<file path="config.mk">
export PLATFORM = sky130hd
export DESIGN_NAME = rotary_decoder_flat
export DESIGN_NICKNAME = d
export VERILOG_FILES = /design/src/rtl/rotary_decoder_if.sv /design/src/rtl/rotary_decoder.sv /design/src/flat_wrapper.sv
export SDC_FILE = /design/constraint.sdc
export NUM_CORES = 1
export LEC_CHECK = 0
export CAP_MARGIN = 20
export CORE_UTILIZATION = 52
export DETAILED_ROUTE_END_ITERATION = 16
export PLACE_DENSITY = 0.78
export SLEW_MARGIN = 20
export SYNTH_ARGS = -nofsm -noshare
export SYNTH_HDL_FRONTEND = slang
export SYNTH_SLANG_ARGS = --single-unit
export TNS_END_PERCENT = 5
</file>
<file path="constraint.sdc">
create_clock -name clk -period 2.49 [get_ports clk]
set_input_delay 0.498 -clock clk [delete_from_list [all_inputs] [get_ports clk]]
set_output_delay 0.498 -clock clk [all_outputs]
set_load 0.05 [all_outputs]
</file>
<file path="src/rtl/rotary_decoder_if.sv">
// Quadrature-encoder bus: raw phases and controls into the decoder, position and status out.
interface rotary_decoder_if #(
    parameter int WIDTH = 8
);
    logic             a;
    logic             b;
    logic             wrap;
    logic             load;
    logic [WIDTH-1:0] load_value;
    logic             clear_err;
    logic [WIDTH-1:0] value;
    logic             step_up;
    logic             step_dn;
    logic             err;

    modport master (
        output a, b, wrap, load, load_value, clear_err,
        input  value, step_up, step_dn, err
    );

    modport slave (
        input  a, b, wrap, load, load_value, clear_err,
        output value, step_up, step_dn, err
    );
endinterface

</file>
<file path="src/rtl/rotary_decoder.sv">
// Debounced quadrature decoder with wrap/saturate position counter.
// Optional speed-dependent step size enabled by defining ROTARY_DECODER_ACCEL_EN.
module rotary_decoder #(
    parameter int WIDTH    = 8,
    parameter int DECODE   = 4,
    parameter int DEBOUNCE = 4,
    parameter int MIN_VAL  = 0,
    parameter int MAX_VAL  = (1 << WIDTH) - 1
`ifdef ROTARY_DECODER_ACCEL_EN
    ,
    parameter int ACCEL_WINDOW = 64,
    parameter int ACCEL_STEP   = 4
`endif
) (
    input  logic            clk,
    input  logic            reset,
    rotary_decoder_if.slave bus
);

    // Two extra bits keep limit + step comparisons free of overflow.
    localparam int XW  = WIDTH + 2;
    localparam int DBW = (DEBOUNCE < 1) ? 1 : $clog2(DEBOUNCE + 1);
    localparam logic [XW-1:0] MIN_X = XW'(MIN_VAL);
    localparam logic [XW-1:0] MAX_X = XW'(MAX_VAL);

    logic [1:0]       sync1_r;
    logic [1:0]       sync2_r;
    logic [1:0]       filt_r;
    logic [1:0]       prev_r;
    logic [WIDTH-1:0] value_r;
    logic             step_up_r;
    logic             step_dn_r;
    logic             err_r;

    logic             up_s;
    logic             dn_s;
    logic             illegal_s;
    logic             cnt_up_s;
    logic             cnt_dn_s;
    logic [XW-1:0]    step_s;
    logic [XW-1:0]    cur_x_s;
    logic [XW-1:0]    sum_x_s;
    logic [XW-1:0]    diff_x_s;
    logic [WIDTH-1:0] nxt_up_s;
    logic [WIDTH-1:0] nxt_dn_s;

    // Two-flop synchroniser for the raw {a,b} phases
    always_ff @(posedge clk) begin
        if (reset) begin
            sync1_r <= 2'b00;
            sync2_r <= 2'b00;
        end else begin
            sync1_r <= {bus.a, bus.b};
            sync2_r <= sync1_r;
        end
    end

    generate
        if (DEBOUNCE == 0) begin : g_bypass
            // Filter bypassed: filtered level is one register behind the synchroniser
            always_ff @(posedge clk) begin
                if (reset) begin
                    filt_r <= 2'b00;
                end else begin
                    filt_r <= sync2_r;
                end
            end
        end else begin : g_filter
            logic [DBW-1:0] db_cnt_r [2];

            // Per-phase debounce: accept a new level only after it has persisted
            always_ff @(posedge clk) begin
                if (reset) begin
                    filt_r      <= 2'b00;
                    db_cnt_r[0] <= '0;
                    db_cnt_r[1] <= '0;
                end else begin
                    for (int i = 0; i < 2; i++) begin
                        if (sync2_r[i] == filt_r[i]) begin
                            db_cnt_r[i] <= '0;
                        end else if (db_cnt_r[i] == DBW'(DEBOUNCE)) begin
                            filt_r[i]   <= sync2_r[i];
                            db_cnt_r[i] <= '0;
                        end else begin
                            db_cnt_r[i] <= db_cnt_r[i] + 1'b1;
                        end
                    end
                end
            end
        end
    endgenerate

    // Transition classification and decode-rate selection
    always_comb begin
        up_s      = 1'b0;
        dn_s      = 1'b0;
        cnt_up_s  = 1'b0;
        cnt_dn_s  = 1'b0;
        illegal_s = ((prev_r ^ filt_r) == 2'b11);
        case ({prev_r, filt_r})
            4'b00_10, 4'b10_11, 4'b11_01, 4'b01_00: up_s = 1'b1;
            4'b00_01, 4'b01_11, 4'b11_10, 4'b10_00: dn_s = 1'b1;
            default: begin
                up_s = 1'b0;
                dn_s = 1'b0;
            end
        endcase
        if (DECODE == 4) begin
            cnt_up_s = up_s;
            cnt_dn_s = dn_s;
        end else if (DECODE == 2) begin
            cnt_up_s = up_s & (prev_r[1] ^ filt_r[1]);
            cnt_dn_s = dn_s & (prev_r[1] ^ filt_r[1]);
        end else begin
            cnt_up_s = ({prev_r, filt_r} == 4'b00_10);
            cnt_dn_s = ({prev_r, filt_r} == 4'b10_00);
        end
    end

`ifdef ROTARY_DECODER_ACCEL_EN
    localparam int AIW = $clog2(ACCEL_WINDOW + 1);
    localparam logic [AIW-1:0] WIN_MAX  = AIW'(ACCEL_WINDOW);
    localparam logic [AIW-1:0] WIN_LAST = AIW'(ACCEL_WINDOW - 1);

    logic [AIW-1:0] ival_r;
    logic           have_prev_r;
    logic           accepted_s;

    assign accepted_s = (cnt_up_s | cnt_dn_s) & ~bus.load;
    // ival_r holds (cycles since last accepted count) - 1, so fast means interval < window.
    assign step_s     = (have_prev_r && (ival_r < WIN_LAST)) ? XW'(ACCEL_STEP) : XW'(1);

    // Interval since the previous accepted count, saturating at the window
    always_ff @(posedge clk) begin
        if (reset) begin
            ival_r      <= '0;
            have_prev_r <= 1'b0;
        end else if (accepted_s) begin
            ival_r      <= '0;
            have_prev_r <= 1'b1;
        end else if (ival_r != WIN_MAX) begin
            ival_r <= ival_r + 1'b1;
        end else begin
            ival_r <= ival_r;
        end
    end
`else
    assign step_s = XW'(1);
`endif

    assign cur_x_s  = XW'(value_r);
    assign sum_x_s  = cur_x_s + step_s;
    assign diff_x_s = cur_x_s - step_s;

    // Next position for an up or down count under wrap or clamp rules
    always_comb begin
        nxt_up_s = sum_x_s[WIDTH-1:0];
        nxt_dn_s = diff_x_s[WIDTH-1:0];
        if (bus.wrap) begin
            nxt_up_s = sum_x_s[WIDTH-1:0];
            nxt_dn_s = diff_x_s[WIDTH-1:0];
        end else begin
            if (sum_x_s > MAX_X) begin
                nxt_up_s = MAX_X[WIDTH-1:0];
            end else begin
                nxt_up_s = sum_x_s[WIDTH-1:0];
            end
            if (cur_x_s < (MIN_X + step_s)) begin
                nxt_dn_s = MIN_X[WIDTH-1:0];
            end else begin
                nxt_dn_s = diff_x_s[WIDTH-1:0];
            end
        end
    end

    // Position, step pulses, sticky error and previous-phase register
    always_ff @(posedge clk) begin
        if (reset) begin
            prev_r    <= 2'b00;
            value_r   <= '0;
            step_up_r <= 1'b0;
            step_dn_r <= 1'b0;
            err_r     <= 1'b0;
        end else begin
            prev_r <= filt_r;
            if (illegal_s) begin
                err_r <= 1'b1;
            end else if (bus.clear_err) begin
                err_r <= 1'b0;
            end else begin
                err_r <= err_r;
            end
            if (bus.load) begin
                value_r   <= bus.load_value;
                step_up_r <= 1'b0;
                step_dn_r <= 1'b0;
            end else if (cnt_up_s) begin
                value_r   <= nxt_up_s;
                step_up_r <= 1'b1;
                step_dn_r <= 1'b0;
            end else if (cnt_dn_s) begin
                value_r   <= nxt_dn_s;
                step_up_r <= 1'b0;
                step_dn_r <= 1'b1;
            end else begin
                step_up_r <= 1'b0;
                step_dn_r <= 1'b0;
            end
        end
    end

    assign bus.value   = value_r;
    assign bus.step_up = step_up_r;
    assign bus.step_dn = step_dn_r;
    assign bus.err     = err_r;

endmodule
</file>
<file path="src/flat_wrapper.sv">
// flat-port wrapper written by rule: the top's interface ports become plain ports
module rotary_decoder_flat 
#(
    parameter int WIDTH    = 8,
    parameter int DECODE   = 4,
    parameter int DEBOUNCE = 4,
    parameter int MIN_VAL  = 0,
    parameter int MAX_VAL  = (1 << WIDTH) - 1

)
  (clk, reset, bus_a, bus_b, bus_wrap, bus_load, bus_load_value, bus_clear_err, bus_value, bus_step_up, bus_step_dn, bus_err);
  rotary_decoder_if #(.WIDTH(WIDTH)) bus_i ();
  input  logic clk;
  input  logic reset;
  input wire logic [$bits(bus_i.a)-1:0] bus_a;
  input wire logic [$bits(bus_i.b)-1:0] bus_b;
  input wire logic [$bits(bus_i.wrap)-1:0] bus_wrap;
  input wire logic [$bits(bus_i.load)-1:0] bus_load;
  input wire logic [$bits(bus_i.load_value)-1:0] bus_load_value;
  input wire logic [$bits(bus_i.clear_err)-1:0] bus_clear_err;
  output wire logic [$bits(bus_i.value)-1:0] bus_value;
  output wire logic [$bits(bus_i.step_up)-1:0] bus_step_up;
  output wire logic [$bits(bus_i.step_dn)-1:0] bus_step_dn;
  output wire logic [$bits(bus_i.err)-1:0] bus_err;
  assign bus_i.a = bus_a;
  assign bus_i.b = bus_b;
  assign bus_i.wrap = bus_wrap;
  assign bus_i.load = bus_load;
  assign bus_i.load_value = bus_load_value;
  assign bus_i.clear_err = bus_clear_err;
  assign bus_value = bus_i.value;
  assign bus_step_up = bus_i.step_up;
  assign bus_step_dn = bus_i.step_dn;
  assign bus_err = bus_i.err;
  rotary_decoder #(.WIDTH(WIDTH), .DECODE(DECODE), .DEBOUNCE(DEBOUNCE), .MIN_VAL(MIN_VAL), .MAX_VAL(MAX_VAL)) u_core (.clk(clk), .reset(reset), .bus(bus_i));
endmodule
</file>
Word-level counts from Yosys, hierarchy flattened. Memories as Yosys holds them, arrays and structs flattened. Cells that the tools add are included.

Bitwise gates (word level): 9. Order comparisons: 2. Equal/unequal tests: 13. Multiplexer cells: 43. Reduce and logical (&&, ||, !) cells: 8. $add $sub $neg: 4.

Operators with widths (count): $mux 8 (7); $mux 1 (30); $mux 3 (6); $eq 4x4->1 const B (4); $gt 10x8->1 const B (1); $add 8x1->9 const B (1); $eq 4x3->1 const B (2); $lt 8x1->1 const B (1); $reduce_or 4->1 (2); $sub 8x1->8 const B (1); $add 3x1->3 const B (2); $eq 3x3->1 const B (2); $or 1x1->1 (6); $eq 4x1->1 const B (1); $eq 4x2->1 const B (1); $reduce_and 2->1 (2); $reduce_bool 3->1 (1); $reduce_or 3->1 (1); $eq 1x1->1 (2); $eq 2x2->1 const B (1); $not 1->1 (2); $reduce_bool 2->1 (1); $reduce_or 2->1 (1); $xor 2x2->2 (1).

Bits in writable memories: 6. Bits of input ports: 15. Flip-flop bits (word level): 19. Memories kept: 1. Output and inout bits: 11. Logic and storage cells: 89.

Memory list: u_core.g_filter.db_cnt_r (words 2, width 3, rd ports 2, clocked after Yosys merged registers in 0, wr ports 2, RTL line rotary_decoder.sv:69) `logic [DBW-1:0] db_cnt_r [2];`.

Longest topological paths before layout. Gate-level depths: netlist (run 1). An unclocked memory read counts as a cell.

Depth in word-level cells: 8. Mapped depth: 7. Mapped depth without buffers: 7.

Worst setup path before layout (run 1). OpenSTA, ideal clock, no wires.

Path kind: register -> register. From: register u_core.value_r[0] (netlist: u_core.bus.value[0]). To: register u_core.value_r[6] (netlist: u_core.bus.value[6]). Clock period less this slack: 2.279 ns. Cell stages (with the launch flop): 8. Path slack: 0.211 ns. Data required time: 2.352 ns. Arrival: 2.140 ns. Path buffers: 0. Setup time: 0.138 ns. Path through: dfxtp_1 -> inv_1 -> ha_1 -> or3b_4 -> a2111oi_2 -> a21oi_1 -> a2111oi_1 -> a2111oi_1.

Cells in the longest elaborated chain, start to end: 6. Elaborated cells on any way between the ends: 11. Those cells by class: 2 x add/sub; 2 x order compare; 7 x mux.

Ends and longest elaborated chain: from (decl) (RTL line rotary_decoder.sv:30) `logic [WIDTH-1:0] value_r;`; from (signal assigned) (RTL line rotary_decoder.sv:194) `value_r <= bus.load_value;`; from (signal assigned) (RTL line rotary_decoder.sv:198) `value_r <= nxt_up_s;`; from (signal assigned) (RTL line rotary_decoder.sv:202) `value_r <= nxt_dn_s;`; $add 8x1->9 (tied with other cells) (RTL line rotary_decoder.sv:152) `assign sum_x_s = cur_x_s + step_s;`; $gt 10x8->1 or $mux 8 (tied branches) (RTL line rotary_decoder.sv:163, rotary_decoder.sv:168); $mux 8, on equally long branches (RTL line rotary_decoder.sv:163, rotary_decoder.sv:159); $mux 8, on equally long branches (RTL line rotary_decoder.sv:159, rotary_decoder.sv:201); $mux 8 (*) (RTL line rotary_decoder.sv:197) `end else if (cnt_up_s) begin`; $mux 8 (*) (RTL line rotary_decoder.sv:193) `if (bus.load) begin`.

Every way passes the cells marked *; elsewhere a longest branch is shown, timed or not. The select of a mux whose other input is x is not followed. A chain may end at the register's enable or synchronous reset.

Worst setup path after layout (run 1).
From: register u_core.value_r[3] (netlist: u_core.bus.value[3]). To: output bus_value[3].

RTL lines: to (decl) (RTL line flat_wrapper.sv:21) `output wire logic [$bits(bus_i.value)-1:0] bus_value;`.

No word-level cell between the ends.

==> impl_metrics.prom, run 1 <==
# TYPE chip_impl_metric gauge
chip_impl_info{name="dominant_cell_by_count_in_the_synthesized_netlist",value="dfxtp_1"} 1
chip_impl_info{name="min-delay-path-class",value="reg2reg"} 1
chip_impl_metric{name="final_cells",unit=""} 230
chip_impl_metric{name="gp_congestion",unit=""} 0.910
chip_impl_metric{name="synth_warnings",unit=""} 0
chip_impl_metric{name="routed_wire_length_per_instance",unit="um"} 14.8
chip_impl_info{name="cts_tree",value="yes"} 1
chip_impl_metric{name="drtAntennaViolNets",unit=""} 0
chip_impl_info{name="critPathCapture",value="bus_value[3]"} 1
chip_impl_metric{name="nets",unit=""} 221
chip_impl_info{name="crit_type",value="reg2out"} 1
chip_impl_info{name="synth_top_area_cell",value="dfxtp_1"} 1
chip_impl_metric{name="required",unit="ns"} 1.99
chip_impl_info{name="worstReg2RegEnd",value="u_core.bus.value[6]$_SDFFE_PP0P_"} 1
chip_impl_metric{name="dieHeight",unit="um"} 56.0
chip_impl_metric{name="slew_violations",unit=""} 0
chip_impl_metric{name="globalRoute.totalOverflow",unit=""} 0
chip_impl_metric{name="postLayoutSetupSlackWorst",unit="ns"} 0.149
chip_impl_metric{name="critical_path_buf_inv_count",unit=""} 1
chip_impl_metric{name="pin_count_of_the_biggest_net_entering_global_routing",unit=""} 16
chip_impl_metric{name="proportion_of_layout_cells_with_a_drive_suffix_above_1",unit=""} 0.0854
chip_impl_metric{name="clkSinkCount",unit=""} 25
chip_impl_metric{name="clock_network_latency_to_the_later_pin_of_the_worst_skew_pair",unit="ns"} 0.32
chip_impl_metric{name="first_pass_grt_wire_length",unit="um"} 5820
chip_impl_metric{name="design.die.area",unit="um^2"} 3130
chip_impl_info{name="root_buffer",value="clkbuf_4"} 1
chip_impl_metric{name="placement_rows",unit=""} 19
chip_impl_metric{name="crit_path_max_fanout",unit=""} 12
chip_impl_info{name="outcome",value="complete, no violations"} 1
chip_impl_info{name="post_synth_main_area_contributors",value="dfxtp_1, edfxtp_1, a21oi_1, ha_1, inv_1"} 1
chip_impl_metric{name="track_usage",unit=""} 0.232
chip_impl_metric{name="num_vias",unit=""} 1336
chip_impl_metric{name="maxClockFrequency",unit="GHz"} 0.427
chip_impl_metric{name="max-slew-margin-rel",unit=""} 0.605
chip_impl_metric{name="power.ir.vdd_worst",unit="V"} 0.000419
chip_impl_metric{name="detail_route.first_pass.iterations",unit=""} 4
chip_impl_metric{name="post_cts_hold_buffer_count",unit=""} 0
chip_impl_metric{name="worst_slew_pin_slew",unit="ns"} 0.588
chip_impl_metric{name="cellPowerDensity",unit="nW/um^2"} 472
chip_impl_info{name="timing.critical_path.cells",value="clkdlybuf4s50_1"} 1
chip_impl_metric{name="finalSetupViolations",unit=""} 0
chip_impl_metric{name="fin_crit_sh",unit=""} 0.940
chip_impl_info{name="end_kind",value="output port"} 1
chip_impl_metric{name="count_of_pins_on_the_block_boundary",unit=""} 26
chip_impl_metric{name="grt_pass1_vias",unit=""} 1351
chip_impl_metric{name="num_antenna_cells",unit=""} 0
chip_impl_metric{name="synth.yosys.seq_area_share",unit=""} 0.370
chip_impl_metric{name="net-switching-power",unit="uW"} 273
chip_impl_metric{name="timing.reg2reg.setup_slack",unit="ns"} 0.24
chip_impl_metric{name="core",unit="um^2"} 2760
chip_impl_metric{name="drt-initial-drc-count",unit=""} 43
chip_impl_metric{name="synth.lib_cells_used.distinct",unit=""} 50
chip_impl_metric{name="totalWireLength",unit="um"} 3400
chip_impl_metric{name="post_cts.repair.setup_buffers",unit=""} 0
chip_impl_metric{name="h-tree-depth",unit=""} 1
chip_impl_metric{name="synth-edff-count",unit=""} 6
chip_impl_metric{name="die_x",unit="um"} 56.0
chip_impl_metric{name="dpl-instance-area",unit="um^2"} 1800
chip_impl_metric{name="power_leakage",unit="uW"} 0.000723
chip_impl_metric{name="seq_power_share",unit=""} 0.537
chip_impl_metric{name="avg_vias_per_cell",unit=""} 5.81
chip_impl_metric{name="placed_cells",unit=""} 226
chip_impl_metric{name="place_worst_setup_slack",unit="ns"} 0.262
chip_impl_metric{name="post-route-drc-count",unit=""} 0
chip_impl_metric{name="clock_path_buffers",unit=""} 2
chip_impl_metric{name="worst_clock_skew",unit="ns"} 0.00442
chip_impl_info{name="timing.critical_path.from",value="u_core.bus.value[3]$_SDFFE_PP0P_"} 1
chip_impl_metric{name="layout_min_cycle_time",unit="ns"} 2.34
chip_impl_info{name="timing.rr.start",value="u_core.bus.value[0]$_SDFFE_PP0P_"} 1
chip_impl_metric{name="initial_core_util",unit=""} 0.549
chip_impl_metric{name="cp_slowest_stage_delay",unit="ns"} 0.89
chip_impl_metric{name="filler_cell_count",unit=""} 245
chip_impl_metric{name="synth.cell_area",unit="um^2"} 1520
chip_impl_metric{name="io_buffers",unit=""} 25
chip_impl_metric{name="power_frac_clock",unit=""} 0.217
chip_impl_metric{name="cp.arrival",unit="ns"} 1.84
chip_impl_metric{name="grt_antenna_before_repair",unit=""} 0
chip_impl_metric{name="detailedPlacementHpwl",unit="um"} 2540
chip_impl_metric{name="postSynthCellCount",unit=""} 171
chip_impl_info{name="ys_dominant_reg_cell",value="dfxtp_1"} 1
chip_impl_info{name="slowest_stage",value="clkdlybuf4s50_1"} 1
chip_impl_metric{name="area_growth",unit="%"} 20.5
chip_impl_metric{name="synth_seq_cells",unit=""} 25
chip_impl_metric{name="post_synthesis_mean_instance_area",unit="um^2"} 8.86
chip_impl_info{name="critPathLaunchType",value="flop"} 1
chip_impl_metric{name="comb_power_share",unit=""} 0.246
chip_impl_metric{name="drv_cap",unit=""} 0
chip_impl_metric{name="clkSlewWorstSetupHoldPaths",unit="ns"} 0.14
chip_impl_metric{name="setup_total_negative_slack",unit="ns"} 0
chip_impl_metric{name="path_depth",unit=""} 1
chip_impl_info{name="most_common_library_cells_after_synthesis",value="dfxtp_1, a21oi_1, inv_1"} 1
chip_impl_metric{name="post-route-cell-area",unit="um^2"} 1830
chip_impl_info{name="grt_setup_unrepaired",value="no"} 1
chip_impl_metric{name="total_chip_power",unit="uW"} 862
chip_impl_metric{name="hold_viol",unit=""} 0
chip_impl_metric{name="number_of_instances_resized_during_post_cts_repair",unit=""} 0
chip_impl_metric{name="sw_frac_of_total",unit=""} 0.317
chip_impl_metric{name="cell_internal_pwr",unit="uW"} 588
chip_impl_metric{name="post-synth-top-area-fraction",unit=""} 0.251
chip_impl_metric{name="synth_async_sr_flop_share",unit=""} 0
chip_impl_metric{name="cts_buffers",unit=""} 3
chip_impl_info{name="worst_path_dominant_cell_family",value="buffers and inverters"} 1
chip_impl_metric{name="worstRegToRegCells",unit=""} 7
==> final cells by class <==
type,instances,area [um^2],share of cell area
clock inverter,1,7.51,0.00411
clock buffer,3,22.5,0.0123
multi-input combinational,128,871,0.477
inverter,14,52.6,0.0288
sequential,25,561,0.307
timing repair buffer,28,273,0.149
tap,31,38.8,0.0212
==> metrics by stage <==
step / hold WS (ns) / utilization
6_report: 0.460 / 0.662
4_1_cts: 0.461 / 0.662
3_3_place_gp: 0.425 / 0.651
5_1_grt: 0.470 / 0.662
3_5_place_dp: 0.430 / 0.651
2_1_floorplan: 0.414 / -
==> sequential cells by signal, indices dropped and copies added (netlist names) <==
signal	flops
u_core.sync1_r	2
u_core.bus.step_up	1
u_core.bus.value	8
u_core.bus.err	1
u_core.prev_r	2
u_core.bus.step_dn	1
u_core.g_filter.db_cnt_r	6
u_core.sync2_r	2
u_core.filt_r	2
==> cell families after synthesis <==
kind of cell / share of synthesized area
compound gates: 0.223
xor+xnor: 0.0570
fa+ha+maj: 0.0495
buf+inv: 0.0677
flops: 0.370
mux: 0.0132
other cells: 0.00247
simple gates: 0.217
==> cell usage in the layout (no fill, tap or decap), types with 3 or more instances in the layout <==
cell / Yosys / layout
clkbuf_4: 0 / 3
nand3_1: 4 / 4
o221a_1: 3 / 3
a21oi_1: 15 / 15
nor3_1: 6 / 6
clkdlybuf4s50_1: 0 / 25
nor2b_1: 7 / 7
conb_1: 1 / 6
buf_4: 1 / 3
xnor2_1: 6 / 6
dfxtp_1: 19 / 19
nor2_1: 13 / 13
a31oi_1: 3 / 3
nand2_1: 12 / 12
edfxtp_1: 6 / 6
ha_1: 6 / 6
nand2b_1: 3 / 3
and3_1: 7 / 7
inv_1: 14 / 14
==> metal layers <==
metal	global-route usage	wire length [um]
met5	0	0
met4	0.108	107
met3	0.0302	111
met2	0.393	1670
met1	0.293	1510
==> worst min-delay path by stage <==
stage                                       from                            to  cells after the start
CTS                 u_core.sync1_r[0]$_SDFF_PP0_  u_core.sync2_r[0]$_SDFF_PP0_                      1
floorplan           u_core.sync1_r[0]$_SDFF_PP0_  u_core.sync2_r[0]$_SDFF_PP0_                      1
global placement    u_core.sync1_r[0]$_SDFF_PP0_  u_core.sync2_r[0]$_SDFF_PP0_                      1
global route        u_core.sync1_r[0]$_SDFF_PP0_  u_core.sync2_r[0]$_SDFF_PP0_                      1
finish              u_core.sync1_r[0]$_SDFF_PP0_  u_core.sync2_r[0]$_SDFF_PP0_                      1
detailed placement  u_core.sync1_r[0]$_SDFF_PP0_  u_core.sync2_r[0]$_SDFF_PP0_                      1
==> power by group through the flow <==
stage	combinational, uW	sequential, uW	clock (uW)
after floorplan	116	495	0
after global placement	205	470	0
after detailed placement	209	471	0
after CTS	210	462	195
after global routing	230	466	210
final	212	463	187
Note: power is estimated with default switching activity, not from simulation.
==> run 2: changes to the inputs <==
--- a/config.mk
+++ b/config.mk
@@ -8,8 +8,8 @@
 export CAP_MARGIN = 20
 export CORE_UTILIZATION = 52
 export DETAILED_ROUTE_END_ITERATION = 16
-export PLACE_DENSITY = 0.78
-export SLEW_MARGIN = 20
+export PLACE_DENSITY_LB_ADDON = 0.15
+export SLEW_MARGIN = 30
 export SYNTH_ARGS = -nofsm -noshare
 export SYNTH_HDL_FRONTEND = slang
 export SYNTH_SLANG_ARGS = --single-unit
==> constraint.sdc (replaced) <==
create_clock -name clk -period 2.49 [get_ports clk]
set_input_delay 0.498 -clock clk [delete_from_list [all_inputs] [get_ports clk]]
set_output_delay 0.498 -clock clk [all_outputs]
set_load 0.01 [all_outputs]
==> impl_metrics.prom, run 2 (synthesized netlist as in run 1, its figures left out) <==
# TYPE chip_impl_metric gauge
chip_impl_metric{name="worst_slew_pin_slew",unit="ns"} 0.620
chip_impl_info{name="outcome",value="complete, no violations"} 1
chip_impl_metric{name="clkSlewWorstSetupHoldPaths",unit="ns"} 0.12
chip_impl_info{name="commonest_cells_after_routing_fill_and_taps_aside",value="clkdlybuf4s50_1, dfxtp_1, a21oi_1"} 1
chip_impl_info{name="worstReg2RegEnd",value="u_core.bus.value[6]$_SDFFE_PP0P_"} 1
chip_impl_metric{name="io_buffers",unit=""} 25
chip_impl_metric{name="slew_violations",unit=""} 0
chip_impl_metric{name="cellPowerDensity",unit="nW/um^2"} 447
chip_impl_metric{name="global_route.usage.met3",unit=""} 0.0256
chip_impl_metric{name="die_x",unit="um"} 56.0
chip_impl_metric{name="clkSinkCount",unit=""} 25
chip_impl_info{name="min-delay-path-class",value="reg2reg"} 1
chip_impl_metric{name="sw_frac_of_total",unit=""} 0.277
chip_impl_info{name="timing.rr.start",value="u_core.bus.value[0]$_SDFFE_PP0P_"} 1
chip_impl_metric{name="track_usage",unit=""} 0.222
chip_impl_metric{name="setup_total_negative_slack",unit="ns"} 0
chip_impl_metric{name="post_cts_hold_buffer_count",unit=""} 0
chip_impl_metric{name="avg_vias_per_cell",unit=""} 5.77
chip_impl_metric{name="comb_power_share",unit=""} 0.216
chip_impl_metric{name="design.die.area",unit="um^2"} 3130
chip_impl_info{name="timing.critical_path.from",value="u_core.bus.value[0]$_SDFFE_PP0P_"} 1
chip_impl_metric{name="clock_network_latency_to_the_later_pin_of_the_worst_skew_pair",unit="ns"} 0.31
chip_impl_info{name="cts_tree",value="yes"} 1
chip_impl_metric{name="globalRoute.totalOverflow",unit=""} 0
chip_impl_metric{name="area_growth",unit="%"} 20.2
chip_impl_metric{name="totalWireLength",unit="um"} 3180
chip_impl_metric{name="gp_congestion",unit=""} 0.951
chip_impl_metric{name="dieHeight",unit="um"} 56.0
chip_impl_metric{name="required",unit="ns"} 2.66
chip_impl_metric{name="number_of_flip_flops_under_the_largest_register_name",unit=""} 8
chip_impl_metric{name="layout_min_cycle_time",unit="ns"} 2.22
chip_impl_metric{name="finish.utilization",unit=""} 0.661
chip_impl_metric{name="cts_buffers",unit=""} 3
chip_impl_metric{name="power.ir.vdd_worst",unit="V"} 0.000358
chip_impl_metric{name="initial_core_util",unit=""} 0.549
chip_impl_metric{name="cell_internal_pwr",unit="uW"} 589
chip_impl_metric{name="worst_clock_skew",unit="ns"} 0.0152
chip_impl_metric{name="drt-initial-drc-count",unit=""} 112
chip_impl_info{name="grt_setup_unrepaired",value="no"} 1
chip_impl_metric{name="detail_route.first_pass.iterations",unit=""} 4
chip_impl_metric{name="maxClockFrequency",unit="GHz"} 0.450
chip_impl_info{name="crit_type",value="reg2reg"} 1
chip_impl_metric{name="proportion_of_layout_cells_with_a_drive_suffix_above_1",unit=""} 0.0804
chip_impl_metric{name="cp.arrival",unit="ns"} 2.40
chip_impl_metric{name="drtAntennaViolNets",unit=""} 0
chip_impl_metric{name="post_cts.repair.setup_buffers",unit=""} 0
chip_impl_info{name="root_buffer",value="clkbuf_4"} 1
chip_impl_metric{name="h-tree-depth",unit=""} 1
chip_impl_metric{name="timing.reg2reg.setup_slack",unit="ns"} 0.27
chip_impl_metric{name="fin_crit_sh",unit=""} 0.893
chip_impl_metric{name="worstRegToRegCells",unit=""} 7
chip_impl_metric{name="grt.met1_usage",unit=""} 0.286
chip_impl_metric{name="post-route-drc-count",unit=""} 0
chip_impl_metric{name="global_route.usage.met2",unit=""} 0.378
chip_impl_metric{name="number_of_instances_resized_during_post_cts_repair",unit=""} 0
chip_impl_metric{name="grt_antenna_before_repair",unit=""} 0
chip_impl_metric{name="finalSetupViolations",unit=""} 0
chip_impl_metric{name="power_frac_clock",unit=""} 0.217
chip_impl_metric{name="drv_cap",unit=""} 0
chip_impl_metric{name="nets",unit=""} 221
chip_impl_metric{name="pin_count_of_the_biggest_net_entering_global_routing",unit=""} 15
chip_impl_metric{name="grt_pass1_vias",unit=""} 1251
chip_impl_metric{name="hold_viol",unit=""} 0
chip_impl_metric{name="first_pass_grt_wire_length",unit="um"} 5560
chip_impl_metric{name="placement_rows",unit=""} 19
chip_impl_info{name="end_kind",value="flop"} 1
chip_impl_info{name="highest_utilization_routing_layer_at_the_global_route_stage",value="met2"} 1
chip_impl_metric{name="crit_path_max_fanout",unit=""} 7
chip_impl_metric{name="max-slew-margin-rel",unit=""} 0.584
chip_impl_metric{name="routed_wire_length_per_instance",unit="um"} 13.8
chip_impl_metric{name="power_leakage",unit="uW"} 0.000724
chip_impl_info{name="critPathCapture",value="u_core.bus.value[6]$_SDFFE_PP0P_"} 1
chip_impl_metric{name="clock_path_buffers",unit=""} 2
chip_impl_info{name="critPathLaunchType",value="flop"} 1
chip_impl_info{name="most_common_library_cell_in_the_layout_ignoring_fill_and_taps",value="clkdlybuf4s50_1"} 1
chip_impl_metric{name="count_of_pins_on_the_block_boundary",unit=""} 26
chip_impl_metric{name="net-switching-power",unit="uW"} 226
chip_impl_metric{name="num_antenna_cells",unit=""} 0
chip_impl_metric{name="num_vias",unit=""} 1326
chip_impl_metric{name="detailedPlacementHpwl",unit="um"} 2420
chip_impl_metric{name="seq_power_share",unit=""} 0.568
chip_impl_metric{name="core",unit="um^2"} 2760
==> run 2: layer usage <==
metal	part of all wire	wire (um)	vias up
met4	0.015	47	0
met3	0.038	120	6
met1	0.45	1440	623
li1	-	-	663
met2	0.49	1570	34
met5	0	0	-
==> run 2: per-stage QoR <==
step | hold slack [ns] | power, uW | instances | setup slack (ns) | area [um^2]
global placement | 0.429 | 643 | 226 | 0.350 | 1800
finish | 0.463 | 815 | 230 | 0.265 | 1820
CTS | 0.465 | 821 | 230 | 0.247 | 1820
global route | 0.487 | 858 | 230 | 0.118 | 1820
detailed placement | 0.439 | 646 | 226 | 0.268 | 1800
floorplan | 0.414 | 579 | 176 | 0.426 | 1530
==> run 2: cell type report <==
class	instances	area, um^2
Multi-Input combinational cell	128	871
Tap cell	31	38.8
Inverter	14	52.6
Clock buffer	4	26.3
Timing Repair Buffer	28	273
Fill cell	245	936
Sequential cell	25	561
==> run 2: worst min path at each step <==
stage	start	to	slack (ns)	cells past startpoint
floorplan	u_core.sync1_r[0]$_SDFF_PP0_	u_core.sync2_r[0]$_SDFF_PP0_	0.41	1
global placement	u_core.sync1_r[1]$_SDFF_PP0_	u_core.sync2_r[1]$_SDFF_PP0_	0.43	1
detailed placement	u_core.sync1_r[0]$_SDFF_PP0_	u_core.sync2_r[0]$_SDFF_PP0_	0.44	1
CTS	u_core.sync1_r[1]$_SDFF_PP0_	u_core.sync2_r[1]$_SDFF_PP0_	0.46	1
global route	u_core.sync1_r[0]$_SDFF_PP0_	u_core.sync2_r[0]$_SDFF_PP0_	0.49	1
finish	u_core.sync1_r[0]$_SDFF_PP0_	u_core.sync2_r[0]$_SDFF_PP0_	0.46	1
==> run 2: power groups by stage <==
stage | Clock, uW | Combinational, uW | Sequential [uW]
floorplan | 0 | 116 | 463
global placement | 0 | 172 | 470
detailed placement | 0 | 174 | 472
CTS | 183 | 175 | 462
global route | 196 | 195 | 467
finish | 177 | 176 | 463
==> run 2: critical path, stage by stage, from the launching register on <==
cell and delay, ns:
dfxtp_1 0.40, inv_1 0.14, ha_1 0.23, or3b_4 0.42, a2111oi_2 0.34, a21oi_1 0.07
a2111oi_1 0.41, a2111oi_1 0.09
==> run 3: changes to the inputs <==
--- a/config.mk
+++ b/config.mk
@@ -6,9 +6,11 @@
 export NUM_CORES = 1
 export LEC_CHECK = 0
 export CAP_MARGIN = 20
+export CORE_ASPECT_RATIO = 2
 export CORE_UTILIZATION = 52
 export DETAILED_ROUTE_END_ITERATION = 16
 export PLACE_DENSITY_LB_ADDON = 0.15
+export SKIP_LAST_GASP = 1
 export SLEW_MARGIN = 30
 export SYNTH_ARGS = -nofsm -noshare
 export SYNTH_HDL_FRONTEND = slang
==> impl_metrics.prom, run 3 (synthesized netlist as in run 1, its figures left out) <==
# TYPE chip_impl_metric gauge
chip_impl_metric{name="placed_cells",unit=""} 224
chip_impl_metric{name="pin_count_of_the_biggest_net_entering_global_routing",unit=""} 15
chip_impl_metric{name="cellPowerDensity",unit="nW/um^2"} 477
chip_impl_metric{name="grt_antenna_before_repair",unit=""} 0
chip_impl_metric{name="layout_min_cycle_time",unit="ns"} 2.21
chip_impl_metric{name="num_antenna_cells",unit=""} 0
chip_impl_metric{name="nets",unit=""} 221
chip_impl_metric{name="placement_rows",unit=""} 27
chip_impl_metric{name="dieHeight",unit="um"} 78.3
chip_impl_metric{name="power_leakage",unit="uW"} 0.000731
chip_impl_metric{name="count_of_pins_on_the_block_boundary",unit=""} 26
chip_impl_metric{name="avg_vias_per_cell",unit=""} 5.81
chip_impl_metric{name="cp.arrival",unit="ns"} 2.35
chip_impl_metric{name="area_growth",unit="%"} 21.3
chip_impl_info{name="most_common_library_cell_in_the_layout_ignoring_fill_and_taps",value="clkdlybuf4s50_1"} 1
chip_impl_metric{name="cts_buffers",unit=""} 3
chip_impl_metric{name="required",unit="ns"} 2.63
chip_impl_metric{name="number_of_flip_flops_under_the_largest_register_name",unit=""} 8
chip_impl_metric{name="globalRoute.totalOverflow",unit=""} 0
chip_impl_info{name="critPathLaunchType",value="flop"} 1
chip_impl_metric{name="clkSinkCount",unit=""} 25
chip_impl_metric{name="drtAntennaViolNets",unit=""} 0
chip_impl_metric{name="worst_clock_skew",unit="ns"} 0.00263
chip_impl_metric{name="finalSetupViolations",unit=""} 0
chip_impl_info{name="end_kind",value="flop"} 1
chip_impl_metric{name="track_usage",unit=""} 0.243
chip_impl_metric{name="post-route-drc-count",unit=""} 0
chip_impl_metric{name="max-slew-margin-rel",unit=""} 0.585
chip_impl_metric{name="worst_slew_pin_slew",unit="ns"} 0.619
chip_impl_info{name="commonest_cells_after_routing_fill_and_taps_aside",value="clkdlybuf4s50_1, dfxtp_1, a21oi_1"} 1
chip_impl_metric{name="design.die.area",unit="um^2"} 3150
chip_impl_metric{name="drv_cap",unit=""} 0
chip_impl_metric{name="initial_core_util",unit=""} 0.547
chip_impl_metric{name="first_pass_grt_wire_length",unit="um"} 5460
chip_impl_metric{name="proportion_of_layout_cells_with_a_drive_suffix_above_1",unit=""} 0.0804
chip_impl_info{name="cts_tree",value="yes"} 1
chip_impl_metric{name="clock_path_buffers",unit=""} 2
chip_impl_metric{name="hold_viol",unit=""} 0
chip_impl_metric{name="post_cts.repair.setup_buffers",unit=""} 0
chip_impl_metric{name="clock_network_latency_to_the_later_pin_of_the_worst_skew_pair",unit="ns"} 0.26
chip_impl_metric{name="number_of_instances_resized_during_post_cts_repair",unit=""} 0
chip_impl_metric{name="worstRegToRegCells",unit=""} 7
chip_impl_metric{name="clkSlewWorstSetupHoldPaths",unit="ns"} 0.08
chip_impl_metric{name="slew_violations",unit=""} 0
chip_impl_metric{name="fin_crit_sh",unit=""} 0.887
chip_impl_metric{name="setup_total_negative_slack",unit="ns"} 0
chip_impl_metric{name="grt_pass1_vias",unit=""} 1293
chip_impl_metric{name="totalWireLength",unit="um"} 3510
chip_impl_metric{name="gp_congestion",unit=""} 0.805
chip_impl_metric{name="filler_cell_count",unit=""} 256
chip_impl_info{name="crit_type",value="reg2reg"} 1
chip_impl_metric{name="detailedPlacementHpwl",unit="um"} 2750
chip_impl_metric{name="maxClockFrequency",unit="GHz"} 0.453
chip_impl_info{name="root_buffer",value="clkbuf_8"} 1
chip_impl_metric{name="drt-initial-drc-count",unit=""} 29
chip_impl_metric{name="detail_route.first_pass.iterations",unit=""} 4
chip_impl_metric{name="post_cts_hold_buffer_count",unit=""} 0
chip_impl_metric{name="core",unit="um^2"} 2770
chip_impl_metric{name="io_buffers",unit=""} 25
chip_impl_metric{name="num_vias",unit=""} 1325
chip_impl_info{name="grt_setup_unrepaired",value="no"} 1
chip_impl_metric{name="number_of_instances_on_the_worst_hold_path",unit=""} 1
chip_impl_metric{name="final_cells",unit=""} 228
chip_impl_metric{name="h-tree-depth",unit=""} 1
chip_impl_info{name="outcome",value="complete, no violations"} 1
chip_impl_metric{name="die_x",unit="um"} 40.2
chip_impl_info{name="min-delay-path-class",value="reg2reg"} 1
chip_impl_metric{name="power.ir.vdd_worst",unit="V"} 0.000375
chip_impl_metric{name="crit_path_max_fanout",unit=""} 7
chip_impl_metric{name="routed_wire_length_per_instance",unit="um"} 15.4
## run 3: cell counts in the layout (fill, tap and decap cells not counted)
Identical to the previous run, type by type.
## run 3: worst paths after layout
check | from | end | slack [ns]
max reg2reg | u_core.bus.value[0]$_SDFFE_PP0P_ | u_core.bus.value[6]$_SDFFE_PP0P_ | 0.28
max | u_core.bus.value[0]$_SDFFE_PP0P_ | u_core.bus.value[6]$_SDFFE_PP0P_ | 0.28
min reg2reg | u_core.sync1_r[0]$_SDFF_PP0_ | u_core.sync2_r[0]$_SDFF_PP0_ | 0.46
min | u_core.sync1_r[0]$_SDFF_PP0_ | u_core.sync2_r[0]$_SDFF_PP0_ | 0.46
## run 3: through the flow
stage / utilization / area [um^2] / power [uW] / hold slack (ns) / setup slack (ns)
final: 0.664 / 1840 / 877 / 0.460 / 0.280
after global routing: 0.664 / 1840 / 914 / 0.467 / 0.0816
after CTS: 0.664 / 1840 / 881 / 0.458 / 0.282
after detailed placement: 0.647 / 1790 / 649 / 0.424 / 0.299
after global placement: 0.647 / 1790 / 642 / 0.423 / 0.370
after floorplan: - / 1530 / 579 / 0.414 / 0.426
## run 3: area by class of cell
class	instances	area (um^2)	share of cell area
multi-input combinational	128	871	0.474
sequential	25	561	0.305
timing repair buffer	28	273	0.148
inverter	14	52.6	0.0286
clock buffer	4	45.0	0.0245
tap	29	36.3	0.0197
## run 3: per-layer routing
layer / global-route usage / wire, um
met1: 0.239 / 1320
met2: 0.468 / 2040
met3: 0.0198 / 81
met4: 0.0833 / 55
met5: 0 / 0
## run 3: worst max-delay path, cell delays in order (launching register included)
cell and delay (ns):
dfxtp_1 0.38, inv_1 0.13, ha_1 0.25, or3b_4 0.43, a2111oi_2 0.36, a21oi_1 0.07
a2111oi_1 0.39, a2111oi_1 0.09
## run 3: report_power, final
group / leakage (uW) / switching (uW) / internal (uW)
clock network: 0.0000228 / 121 / 114
logic: 0.000491 / 82.3 / 92.2
registers: 0.000218 / 33.5 / 434
total: 0.000731 / 237 / 640
==> RTL change, RTL diff (settings of run 1) <==
Build with the macro `ROTARY_DECODER_ACCEL_EN` defined.
--- a/src/rtl/rotary_decoder.sv
+++ b/src/rtl/rotary_decoder.sv
@@ -1,5 +1,7 @@
 // Debounced quadrature decoder with wrap/saturate position counter.
 // Optional speed-dependent step size enabled by defining ROTARY_DECODER_ACCEL_EN.
+`define ROTARY_DECODER_ACCEL_EN
+
 module rotary_decoder #(
     parameter int WIDTH    = 8,
     parameter int DECODE   = 4,
Formal check against the unedited RTL: not equivalent (Yosys sat finds a counterexample within 10 cycles, from zero or initial values and one cycle with reset high).
==> RTL change against run 1 <==
  * Power grew 43%
  * Sequential cell count grew 8
  * Worst setup slack gained 0.022 ns
  * Sequential share of layout area shrank 0.72 points
  * Highest routed layer unchanged
  * Cell area grew 32%
  * Area after synthesis grew 27%
  * Register-to-register slack lost 0.07 ns
  * Routed wire length grew 27%
  * Critical endpoint is now u_core.bus.value[3]
  * Largest cell class unchanged
==> RTL change: results (changes against run 1) <==
critPathMaxFanout: 6  # -6
grt_max_degree: 14  # -2
route.met3.wl_um: 284  # +160%
worstHoldStart: "u_core.sync1_r[1]"
wire_per_inst_um: 14.0  # -5.4%
status: "finished clean"
ys_types: 48  # -4.0%
powerSeq_mw: 0.597  # +29%
clockRootBuffer: "clkbuf_8"
swShare_pct: 29.0  # -2.7 points
nMultiInputCombCells: 168  # +31%
hold_ws_ns: 0.440  # -0.0206 ns
critPathMaxStageDelay_ns: 0.44  # -0.45 ns
grt_use_met3_pct: 5.47  # +2.5 points
num-nonclk-inverters: 19  # +5
dieArea_um2: 3960  # +26%
synth_common_cells: "dfxtp_1 (27), inv_1 (19), nor2_1 (17)"
regArea_um2: 721  # +29%
fin_skew_ns: 0.00163  # -0.00279 ns
r2r-start: "u_core.ival_r[2]"
placed_cells: 303  # +34%
dp_hpwl_um: 3220  # +27%
placed_area_um2: 2310  # +29%
reg2reg_setup_slack_ns: 0.17  # -0.07 ns
clk_latency_ns: 0.28  # -0.04 ns
cts_buffers: 5  # +2
p_switching_mw: 0.357  # +31%
r2r-end: "u_core.bus.value[3]"
grt_usage_pct: 24.6  # +1.4 points
p_clk_mw: 0.370  # +98%
## RTL change: cell types whose count changed in the layout (fill, tap and decap cells not counted), sizes merged, moves of 5 or more
cell	delta
buf	+9
dfxtp	+8
ha	+6
inv	+5
o21ai	+5
## RTL change: how the worst max path moves through the flow
stage,from,to,slack [ns],cells past startpoint
finish,u_core.ival_r[2],u_core.bus.value[3],0.17,10
global route,u_core.ival_r[2],u_core.bus.value[7],-0.08,8
floorplan,u_core.ival_r[2],u_core.bus.value[3],0.28,9
global placement,u_core.ival_r[2],u_core.bus.value[4],0.18,10
detailed placement,u_core.ival_r[2],u_core.bus.value[4],0.11,10
CTS,u_core.ival_r[2],u_core.bus.value[4],0.12,10
## RTL change: kinds of logic after synthesis
family / Yosys count / share of synthesized area [%]
other cells: 1 / 0.194
fa+ha+maj: 12 / 7.78
simple gates: 81 / 22.0
buf+inv: 28 / 5.64
compound gates: 51 / 18.0
flops: 33 / 37.3
mux: 2 / 1.04
xor+xnor: 16 / 8.04
